===== src/rtl/multi_slot_bridge.sv =====
// multi_slot_bridge: registered CPU bridge to data memory and N_SLOTS memory-mapped peripheral slots with wait states, fault reporting and IRQ aggregation
module multi_slot_bridge #(
    parameter int          N_SLOTS     = 2,
    parameter logic [31:0] DM_LIMIT    = 32'h0002_ffff,
    parameter logic [31:0] SLOT_BASE   = 32'h0000_7f00,
    parameter logic [31:0] SLOT_STRIDE = 32'h10,
    parameter int          SLOT_SIZE   = 12,
    parameter int          TIMEOUT     = 16
) (
    input  logic                 clk,
    input  logic                 reset,
    input  logic                 m_req,
    input  logic [31:0]          m_addr,
    input  logic [31:0]          m_wdata,
    input  logic [3:0]           m_byteen,
    output logic [31:0]          m_rdata,
    output logic                 m_ack,
    output logic                 m_busy,
    output logic                 m_fault,
    output logic [31:0]          fault_addr,
    output logic [31:0]          dm_addr,
    output logic [31:0]          dm_wdata,
    output logic [3:0]           dm_byteen,
    input  logic [31:0]          dm_rdata,
    output logic [N_SLOTS-1:0]   dev_sel,
    output logic [N_SLOTS-1:0]   dev_we,
    output logic [31:0]          dev_addr,
    output logic [31:0]          dev_wdata,
    input  logic [32*N_SLOTS-1:0] dev_rdata,
    input  logic [N_SLOTS-1:0]   dev_ready,
    input  logic [N_SLOTS-1:0]   irq_in,
    output logic [5:0]           hw_int
);
    localparam int CW = $clog2(TIMEOUT + 1);
    localparam logic [32:0] REG_END = {1'b0, SLOT_BASE} + 33'(N_SLOTS) * {1'b0, SLOT_STRIDE};
    typedef enum logic [1:0] {IDLE, ACCESS, RESP} state_t;
    state_t state, next_state;
    logic [31:0] a_addr, a_wdata, slot_rdata;
    logic [3:0] a_be;
    logic [CW-1:0] cnt;
    logic fault, in_region, is_dm, slot_hit, ready, expire, acc;
    logic [N_SLOTS-1:0] hit;
    for (genvar i = 0; i < N_SLOTS; i++) begin : g_hit
        localparam logic [32:0] LO = {1'b0, SLOT_BASE} + 33'(i) * {1'b0, SLOT_STRIDE};
        localparam logic [32:0] HI = LO + 33'(SLOT_SIZE - 1);
        assign hit[i] = {1'b0, a_addr} >= LO && {1'b0, a_addr} <= HI;
    end
    always_comb begin
        in_region = a_addr >= SLOT_BASE && {1'b0, a_addr} < REG_END;
        is_dm = !in_region && a_addr <= DM_LIMIT;
        slot_hit = |hit;
        ready = |(hit & dev_ready);
        expire = cnt == CW'(TIMEOUT - 1);
        acc = state == ACCESS;
        slot_rdata = '0;
        for (int k = 0; k < N_SLOTS; k++)
            slot_rdata = slot_rdata | (hit[k] ? dev_rdata[32*k +: 32] : 32'h0);
    end
    always_ff @(posedge clk)
        state <= reset ? IDLE : next_state;
    always_comb begin
        next_state = state == IDLE   ? (m_req ? ACCESS : IDLE) :
                     state == ACCESS ? ((!slot_hit || ready || expire) ? RESP : ACCESS) :
                                       IDLE;
    end
    always_comb begin
        m_ack     = state == RESP;
        m_fault   = state == RESP && fault;
        m_busy    = state != IDLE;
        dm_addr   = acc && is_dm ? a_addr : '0;
        dm_wdata  = acc && is_dm ? a_wdata : '0;
        dm_byteen = acc && is_dm ? a_be : '0;
        dev_sel   = acc ? hit : '0;
        dev_we    = acc && |a_be ? hit : '0;
        dev_addr  = acc && slot_hit ? a_addr : '0;
        dev_wdata = acc && slot_hit ? a_wdata : '0;
    end
    always_ff @(posedge clk) begin
        if (reset) begin
            a_addr     <= '0;
            a_wdata    <= '0;
            a_be       <= '0;
            cnt        <= '0;
            fault      <= 1'b0;
            m_rdata    <= '0;
            fault_addr <= '0;
            hw_int     <= '0;
        end else begin
            hw_int <= 6'(irq_in);
            if (state == IDLE && m_req) begin
                a_addr  <= m_addr;
                a_wdata <= m_wdata;
                a_be    <= m_byteen;
            end
            if (acc) begin
                if (is_dm)
                    m_rdata <= dm_rdata;
                else if (ready)
                    m_rdata <= slot_rdata;
                else if (!slot_hit || expire) begin
                    fault      <= 1'b1;
                    m_rdata    <= '0;
                    fault_addr <= a_addr;
                end else
                    cnt <= cnt + 1'b1;
            end
            if (state == RESP) begin
                cnt   <= '0;
                fault <= 1'b0;
            end
        end
    end
endmodule


===== config.mk =====
export PLATFORM = sky130hd
export DESIGN_NAME = multi_slot_bridge
export DESIGN_NICKNAME = d
export VERILOG_FILES = /design/src/rtl/multi_slot_bridge.sv
export SDC_FILE = /design/constraint.sdc
export NUM_CORES = 1
export LEC_CHECK = 0
export ABC_AREA = 0
export BUFFER_PORTS_ARGS = -buffer_cell sky130_fd_sc_hd__buf_2
export CAP_MARGIN = 30
export CORE_AREA = 2 2 146 148
export DETAILED_ROUTE_END_ITERATION = 8
export DIE_AREA = 0 0 148 150
export PLACE_DENSITY = 0.65
export SYNTH_ARGS = -nofsm -noshare
export SYNTH_HDL_FRONTEND = slang
export SYNTH_SLANG_ARGS = --single-unit

===== constraint.sdc =====
create_clock -name clk -period 6.7 [get_ports clk]
set_input_delay 0.67 -clock clk [delete_from_list [all_inputs] [get_ports clk]]
set_output_delay 0.67 -clock clk [all_outputs]
set_load 0.05 [all_outputs]

# == After elaboration in Yosys (flattened, before gate mapping) ==
# Index checks and enable logic that the tools add are counted.
# word_totals
input_bits,171
out_inout_bits,209
ff_bits,146
# classes
n_reduce_logical,24
n_lt_le_gt_ge,7
mux,16
n_bitwise,5
eq_ne,3
n_addsub,1
# op_table
cell,count
$mux W32,9
$ge A32 B15 Y1 const B,3
$le A32 B15 Y1 const B,2
$le A32 B18 Y1 const B,1
$lt A32 B15 Y1 const B,1
$or A32 B32 Y32,1
$mux W2,5
$logic_and A1 B1 Y1,9
$reduce_and A4 Y1,2
$reduce_or A2 Y1,3
$add A5 B1 Y5 const B,1
$eq A5 B4 Y1 const B,1
$mux W4,1
$reduce_or A4 Y1,1
$logic_or A1 B1 Y1,3
$not A1 Y1,3
$reduce_bool A3 Y1,1
$and A2 B2 Y2,1
$eq A2 B1 Y1 const B,1
$eq A2 B2 Y1 const B,1
$logic_not A1 Y1,2
$logic_not A2 Y1,1
$reduce_and A2 Y1,1
$reduce_bool A2 Y1,1
$mux W1,1

# == Logic depth before layout (Yosys ltp) ==
# Gate-level depths: netlist of run 1.
# depth
ltp_word,9
depth_mapped,8

# == Worst setup path before layout of run 1 ==
# Ideal clock, no wire load.
# synth_path
kind,register -> output
from,register a_addr[15]
to,output port dev_we[0]
required_ps,6030
setup_slack_ps,2937
path_stages_with_launch,7
arrival_ps,3093
cell_sequence,dfxtp_1 buf_6 or4b_4 or4_4 nor3_2 and2_1 nor2b_1
# synth_via
elab_chain_len,3
# synth_lines
element,line,source
"start, declared",38,"logic [31:0] a_addr, a_wdata, slot_rdata;"
"start signal, assigned",91,a_addr <= m_addr;
$ge A32 B15 Y1 or $le A32 B15 Y1 (tied branches),46,"assign hit[i] = {1'b0, a_addr} >= LO && {1'b0, a_addr} <= HI;"
$logic_and A1 B1 Y1 (*),46,
$mux W2 (*),74,dev_we = acc && |a_be ? hit : '0;
"end, declared",26,"output logic [N_SLOTS-1:0] dev_we,"
# Mark *: on every way between the ends. The rest lies on a longest branch, timed or not.

# == Final worst setup path of run 1 ==
# layout_path
from,register a_addr[26]
to,output port dm_addr[11]
# layout_via
elab_chain_len,6
# layout_lines
element,line,source
$ge A32 B15 Y1 or $lt A32 B15 Y1 (tied branches),49,"in_region = a_addr >= SLOT_BASE && {1'b0, a_addr} < REG_END;"
$logic_and A1 B1 Y1,49,
$logic_not A1 Y1,50,is_dm = !in_region && a_addr <= DM_LIMIT;
$logic_and A1 B1 Y1 (*),50,
$logic_and A1 B1 Y1 (*),70,dm_addr = acc && is_dm ? a_addr : '0;
$mux W32 (*),70,
"end, declared",21,"output logic [31:0] dm_addr,"
# Marks and branches as above.

==> results.toml, run 1 <==
[drt]
drtPass1Iterations = 5
routed_wirelength_um = 24730
wl_per_cell_um = 16.32
detail-route-antenna-nets = 0
drtIter0Drc = 385
vias = 7603
viasPerCell = 5.018
drc = 0

[timing]
setup_viol = 0
period_needed_ps = 4023
drv_slew = 0
fin_setup_tns_ps = 0
rsz0062_at_grt = "no"
finClkSkew_ps = 11.97
final.period_utilization = 0.6004
relSlewSlack = 0.3434
tightest_slew_ps = 983.0
max_freq_mhz = 248.6
finalHoldViolations = 0

[finish]
multi_input_area_um2 = 4229
final_cell_mix = "buf_2 (340), dfxtp_1 (142), nand2_1 (141), a21oi_1 (106), and3_1 (92)"
fin_area_um2 = 9856
fin_nets = 1400
final_common_cell = "buf_2"
syn2layout_area_growth_pct = 30.78
seqCellArea_um2 = 2843
fillers = 2104
finish.utilization = 0.4764
layout-drive-gt1-share = 0.3503

[clock_tree]
postCtsResizedCells = 0
clock_latency_ps = 420
clkTransAtPathRegs_ps = 70
cts_root_buf = "clkbuf_16"
cts_tree = "done"
clockBufferDepth = 2
cts.sinks = 142
cts_buffers = 17
htree_levels = 4
cts_setup_buffers = 0
holdBufCountCts = 0

[global_routing]
grtUsageTotal = 0.2099
grt_pass1_vias = 7147
grt_antenna_before_repair = 0
grt_first_pass_wirelength_um = 36950
grt-ovfl-total = 0
grt_max_degree = 100

[setup_path]
slowest_delay_ps = 640
worst-setup-path-type = "register to primary output"
cp.required_ps = 6030
setup.worst_path.end_class = "primary output"
cp_cell_sequence = "nor4_1 -> and4_1 -> and3_2 -> buf_4 -> and3_1 -> buf_2"
worst_setup_path_start_kind = "register"
cp_max_fo = 48
crit_slowest_cell = "and3_2"
arrival_ps = 3350

[worst_hold_path]
hold_path.class = "register to register"

[yosys]
synth.avg_cell_area_um2 = 8.000
synth_seq_cells = 142
yosysWarningCount = 0
ys_seq_area_frac = 0.3772
synthesis.area_um2 = 7536
synth_cell_type_count = 46
syn_inst = 942

[die]
pin_count = 380
die_x_um = 148
start_util = 0.3642
die_y_um = 150
die-area_um2 = 22200
core-area_um2 = 20690
rows = 53

[flow_run]
drv_cap = 0

[power]
ir_worst_vdd_v = 0.0001599
finalPower_mw = 2.360
p_leak_nw = 4.883
powerDensity_nw_per_um2 = 239.4

[run_status]
status = "finished, final reports clean"

[place]
dpl_cell_area_um2 = 9263
place_congestion = 0.7836
numPortBuffers = 341
place_hpwl_um = 17340
[synthesized netlist by cell type (all sizes together)]
library cell	count	area, um^2
and3	93	581.8
o32ai	1	16.27
or2	2	12.51
or3	3	18.77
o311ai	1	8.760
a31oi	1	6.260
inv	4	15.01
nor4	6	37.54
a2111oi	1	15.01
a21oi	106	530.5
nor3b	1	7.510
nor2b	7	43.79
nand3	3	15.01
nand3b	1	7.510
nor2	76	285.3
mux2	1	11.26
nand2	142	533.0
o31ai	33	397.9
nand4	4	25.02
ha	2	25.02
conb	1	3.750
and4	2	17.52
nor3	4	25.02
a21bo	1	10.01
o311a	1	10.01
or4b	1	13.76
o21a	1	7.510
a31o	1	8.760
buf	56	389.1
dfxtp	142	2843
a22o	32	280.3
a41o	1	10.01
o22ai	1	6.260
mux2i	34	340.3
nand2b	66	412.9
and2	5	31.28
a22oi	33	247.7
clkbuf	69	259.0
or4	2	18.77
a21boi	1	7.510
[flip-flops by register name, summed over array words and instances (netlist names)]
name	cells
a_addr	32
a_wdata	32
fault_addr	32
m_rdata	32
cnt	5
a_be	4
hw_int	2
state	2
fault	1
[cell families (layout without fill, tap and decap cells)]
group           count (synthesis)  after routing  synth area share
compound gates                215            215            0.2074
buf+inv                       129            389           0.08799
simple gates                  418            418            0.2769
other cells                     1             39         0.0004976
mux                            35             35           0.04665
flops                         142            142            0.3772
fa+ha+maj                       2              2          0.003320
[worst paths after layout]
path / start / endpoint / slack [ps] / cells after the start
worst max-delay path: a_addr[26] / dm_addr[11] / 2680 / 6
worst min-delay path: fault / fault / 470 / 1
worst max register to register: a_addr[15] / m_rdata[14] / 3520 / 5
worst min register to register: fault / fault / 470 / 1
[metrics by stage]
step                      hold slack, ps  instances  setup WS (ps)
after detailed placement           457.6       1482           3118
after CTS                          451.1       1513           2658
final                              466.4       1515           2677
after floorplan                    432.5        979           2937
after global placement             443.1       1480           3159
after global routing               461.7       1514           2429
[per-layer routing]
layer  track usage  wire length, um  vias up
met5             0                0        -
met4       0.05286              289        0
met3       0.05976             1852       18
met2        0.3519            11850      286
met1        0.2665            10730     3537
li1              -                -     3762
[final cells by class]
| cell class | count | share of cell area |
|---|---|---|
| Antenna cell | 1 | 0.0002539 |
| Sequential cell | 142 | 0.2884 |
| Clock buffer | 18 | 0.04354 |
| Timing Repair Buffer | 354 | 0.1879 |
| Inverter | 4 | 0.001523 |
| Multi-Input combinational cell | 708 | 0.4291 |
| Clock inverter | 13 | 0.01435 |
| Tap cell | 275 | 0.03491 |
[report_power, final]
group | internal, mW | switching, mW | leakage (nW)
sequential | 0.889 | 0.0418 | 1.16
clock | 0.548 | 0.378 | 0.273
combinational | 0.159 | 0.343 | 3.45
[critical path: cells and delay by family, from the launching register on]
family        cells  cell delay, ps
buf+inv           2             790
flops             1             330
simple gates      4            1780
Note: power is estimated with default switching activity, not from simulation.
==> run 2, diff against run 1 <==
--- a/config.mk
+++ b/config.mk
@@ -11,7 +11,7 @@
 export CORE_AREA = 2 2 146 148
 export DETAILED_ROUTE_END_ITERATION = 8
 export DIE_AREA = 0 0 148 150
-export PLACE_DENSITY = 0.65
+export PLACE_DENSITY = 0.68
 export SYNTH_ARGS = -nofsm -noshare
 export SYNTH_HDL_FRONTEND = slang
 export SYNTH_SLANG_ARGS = --single-unit
==> constraint.sdc (replaced) <==
create_clock -name clk -period 3.6 [get_ports clk]
set_input_delay 0.36 -clock clk [delete_from_list [all_inputs] [get_ports clk]]
set_output_delay 0.36 -clock clk [all_outputs]
set_load 0.05 [all_outputs]
==> run 2 against run 1 <==
  * Sequential cell count unchanged
  * Power up 90%
  * Cell count rose by 0.66%
  * Sequential power is 86% higher
  * Routed wire length is 1.2% lower
==> results.toml, run 2 (same netlist as run 1, synthesis figures left out) <==
[run_status]
status = "finished, final reports clean"

[die]
pin_count = 380
die_x_um = 148
start_util = 0.3642
rows = 53
die-area_um2 = 22200
core-area_um2 = 20690
die_y_um = 150

[timing]
tightest_slew_ps = 871.5
final.period_utilization = 0.9155
max_freq_mhz = 303.4
period_needed_ps = 3296
timing.final.ws_setup_ps = 304.3
finalHoldViolations = 0
rsz0062_at_grt = "no"
finClkSkew_ps = 10.57
relSlewSlack = 0.4190
fin_setup_tns_ps = 0
drv_slew = 0
setup_viol = 0

[setup_path]
startpoint = "a_addr[16]"
worst-setup-path-type = "register to primary output"
crit_slowest_cell = "or4b_4"
setup.worst_path.end_class = "primary output"
worst_setup_path_start_kind = "register"
cp_cell_sequence = "or4b_4 -> or4_4 -> nor3_4 -> buf_12 -> and2_1 -> nor2b_1 -> buf_2"
path_delay_family = "simple AND/OR/NAND/NOR gates"
worst_r2r_startpoint = "a_addr[16]"
cp.required_ps = 3240
arrival_ps = 2940
r2r_slack_ps = 800
cp_max_fo = 42
cp_num_buf_inv = 2
crit_end = "dev_we[0]"
slowest_delay_ps = 530
path_depth = 7
r2r-end = "m_rdata[15]"
reg2reg_depth = 6

[drt]
viasPerCell = 4.974
drtIter0Drc = 398
wl_per_cell_um = 16.02
drtPass1Iterations = 5
routed_wirelength_um = 24430
drc = 0
vias = 7585
detail-route-antenna-nets = 0

[clock_tree]
cts_setup_buffers = 0
htree_levels = 4
clockBufferDepth = 2
postCtsResizedCells = 0
clkTransAtPathRegs_ps = 70
holdBufCountCts = 0
cts_buffers = 17
cts.sinks = 142
cts_root_buf = "clkbuf_16"
clock_latency_ps = 410
cts_tree = "done"

[global_routing]
grt_max_degree = 71
grtUsageTotal = 0.2099
grt-ovfl-total = 0
grt_antenna_before_repair = 0
grt_first_pass_wirelength_um = 37110
grt_pass1_vias = 7098

[finish]
final_cell_mix = "buf_2 (340), dfxtp_1 (142), nand2_1 (141), a21oi_1 (106), and3_1 (92)"
fin_nets = 1409
fillers = 2072
layout-drive-gt1-share = 0.3563
final_common_cell = "buf_2"
layout.cells.non_filler = 1525
syn2layout_area_growth_pct = 32.31

[place]
place_congestion = 0.7815
place_hpwl_um = 17400
numPortBuffers = 341
place_inst = 1491
dp_slack_ps = 738.8

[worst_hold_path]
min_from = "irq_in[0]"
hold_path.class = "primary input to register"

[power]
ir_worst_vdd_v = 0.0002595
powerDensity_nw_per_um2 = 449.8
finalPower_mw = 4.485
p_leak_nw = 4.950

[flow_run]
drv_cap = 0
==> run 2: per-layer routing <==
metal	track usage	wire length, um	part of all wire	vias up
li1	-	-	-	3788
met1	0.2680	10810	0.44	3536
met2	0.3569	11820	0.48	250
met3	0.05152	1535	0.063	11
met4	0.05143	268	0.011	0
met5	0	0	0	-
==> run 2: report_power, final <==
group | switching, mW | internal, mW | total (mW)
sequential | 0.0731 | 1.65 | 1.73
combinational | 0.644 | 0.309 | 0.953
clock | 0.758 | 1.05 | 1.80
total | 1.48 | 3.01 | 4.48
==> run 2: worst min path at each step <==
stage	cells past startpoint	slack [ps]	end
3_5_place_dp	1	450	fault
5_1_grt	2	140	hw_int[0]
4_1_cts	2	130	hw_int[0]
6_report	2	160	hw_int[0]
3_3_place_gp	1	440	fault
2_1_floorplan	1	430	fault
==> run 2: worst register-to-register path, cell delays in order (launching register included) <==
cell     delay, ps
dfxtp_1        340
or4b_4         530
or4_4          520
or4_2          610
buf_4          300
o31ai_1        300
a21oi_1         70
==> run 2: cell type report <==
class | count | area (um^2) | area share
diodes | 1 | 2.502 | 0.0002510
clock buffers | 17 | 425.4 | 0.04267
clock inverters | 15 | 175.2 | 0.01757
inverters | 4 | 15.01 | 0.001506
multi-input cells | 708 | 4229 | 0.4241
flip-flops and latches | 142 | 2843 | 0.2851
well taps | 275 | 344.1 | 0.03451
repair buffers | 363 | 1937 | 0.1943
==> run 2: through the flow <==
| step | util | area [um^2] | hold WS [ps] |
|---|---|---|---|
| floorplan | - | 7675 | 432.5 |
| global placement | 0.4518 | 9348 | 441.8 |
| detailed placement | 0.4518 | 9348 | 449.8 |
| CTS | 0.4808 | 9948 | 133.8 |
| global route | 0.4818 | 9968 | 137.7 |
| finish | 0.4819 | 9971 | 160.2 |
==> run 3, diff against run 2 <==
--- a/config.mk
+++ b/config.mk
@@ -11,7 +11,7 @@
 export CORE_AREA = 2 2 146 148
 export DETAILED_ROUTE_END_ITERATION = 8
 export DIE_AREA = 0 0 148 150
-export PLACE_DENSITY = 0.68
+export PLACE_DENSITY = 0.69
 export SYNTH_ARGS = -nofsm -noshare
 export SYNTH_HDL_FRONTEND = slang
 export SYNTH_SLANG_ARGS = --single-unit
==> run 3 against run 2 <==
  * Routed wire length shrank 0.14%
  * Combinational power decreased by 1%
  * Setup slack worse by 88 ps
  * Sequential cell count stayed put
  * Maximum frequency shrank 2.6%
  * Largest power group is now sequential cells
  * Clock skew down 0.53 ps
  * Via count rose by 0.99%
  * Cell count down 0.20%
  * Global-route usage shrank 0.10 points
  * Clock power decreased by 4%
==> results.toml, run 3 (same netlist as run 1, synthesis figures left out) <==
[run_status]
status = "finished, final reports clean"

[clock_tree]
htree_levels = 4
clock_latency_ps = 420
holdBufCountCts = 0
cts_buffers = 17
cts_root_buf = "clkbuf_16"
clkTransAtPathRegs_ps = 70
postCtsResizedCells = 0
clockBufferDepth = 2
cts.sinks = 142
cts_setup_buffers = 0
cts_tree = "done"

[global_routing]
grt_pass1_vias = 7059
grtUsageTotal = 0.2089
grt-ovfl-total = 0
grt_max_degree = 95
grt_antenna_before_repair = 1
grt_first_pass_wirelength_um = 36940

[power]
powerDensity_nw_per_um2 = 444.6
ir_worst_vdd_v = 0.0002609
p_leak_nw = 4.911

[timing]
period_needed_ps = 3384
finClkSkew_ps = 10.03
max_freq_mhz = 295.5
drv_slew = 0
timing.final.ws_setup_ps = 216.2
finalHoldViolations = 0
hold_slack_ps = 159.5
final.period_utilization = 0.9400
tightest_slew_ps = 843.5
fin_setup_tns_ps = 0
relSlewSlack = 0.4377
rsz0062_at_grt = "no"
setup_viol = 0

[finish]
multi_input_area_um2 = 4233
final_common_cell = "buf_2"
seqCellArea_um2 = 2843
layout-drive-gt1-share = 0.3547
final_cell_mix = "buf_2 (340), dfxtp_1 (142), nand2_1 (141), a21oi_1 (106), and3_1 (92)"
syn2layout_area_growth_pct = 31.25
fillers = 2078
fin_nets = 1406

[drt]
detail-route-antenna-nets = 0
drtPass1Iterations = 5
drtIter0Drc = 455
drc = 0
wl_per_cell_um = 16.03
routed_wirelength_um = 24400
vias = 7660
viasPerCell = 5.033

[place]
place_congestion = 0.7995
numPortBuffers = 341
place_hpwl_um = 17140
dp_slack_ps = 552.6

[setup_path]
r2r_slack_ps = 780
reg2reg_depth = 6
setup.worst_path.end_class = "primary output"
startpoint = "a_addr[16]"
cp.required_ps = 3240
worst_r2r_startpoint = "a_addr[16]"
worst_setup_path_start_kind = "register"
r2r-end = "m_rdata[14]"
crit_end = "dev_we[0]"
arrival_ps = 3020
worst-setup-path-type = "register to primary output"
cp_max_fo = 46

[die]
pin_count = 380
die-area_um2 = 22200
die_y_um = 150
rows = 53
start_util = 0.3642
die_x_um = 148
core-area_um2 = 20690

[worst_hold_path]
hold_path.class = "primary input to register"

[flow_run]
drv_cap = 0
-- run 3: worst min-delay path by stage --
| stage | start | to | slack (ps) | depth (start not counted) |
|---|---|---|---|---|
| after floorplan | fault | fault | 430 | 1 |
| after global placement | fault | fault | 440 | 1 |
| after detailed placement | fault | fault | 450 | 1 |
| after CTS | irq_in[0] | hw_int[0] | 150 | 2 |
| after global routing | irq_in[0] | hw_int[0] | 150 | 2 |
| final | irq_in[0] | hw_int[0] | 160 | 2 |
-- run 3: metrics by stage --
step / area [um^2] / utilization / cells / power [mW]
5_1_grt: 9888 / 0.4779 / 1521 / 4.595
6_report: 9891 / 0.4780 / 1522 / 4.397
4_1_cts: 9884 / 0.4777 / 1521 / 4.437
2_1_floorplan: 7675 / - / 979 / 2.437
3_3_place_gp: 9308 / 0.4499 / 1489 / 2.689
3_5_place_dp: 9308 / 0.4499 / 1489 / 2.701
-- run 3: area by class of cell --
class	instances	area share
clock inverter	15	0.01531
clock buffer	17	0.04301
tap	275	0.03479
multi-input combinational	708	0.4280
inverter	4	0.001518
timing repair buffer	360	0.1898
antenna	1	0.0002530
sequential	142	0.2874
-- run 3: critical path, stage by stage (launching register included) --
cell     delay, ps
dfxtp_1        340
or4b_4         530
or4_4          530
nor3_4         170
buf_4          390
and2_1         210
nor2b_1        120
buf_2          270
-- run 3: metal layers --
metal,part of all wire,global-route usage,up-vias
li1,-,-,3774
met1,0.44,0.2654,3596
met2,0.49,0.3616,280
met3,0.064,0.05000,10
met4,0.0063,0.04333,0
met5,0,0,-
-- run 3: power breakdown --
group	total, mW	switching (mW)	internal, mW
clock network	1.73	0.753	0.974
registers	1.73	0.0750	1.65
logic	0.940	0.644	0.297
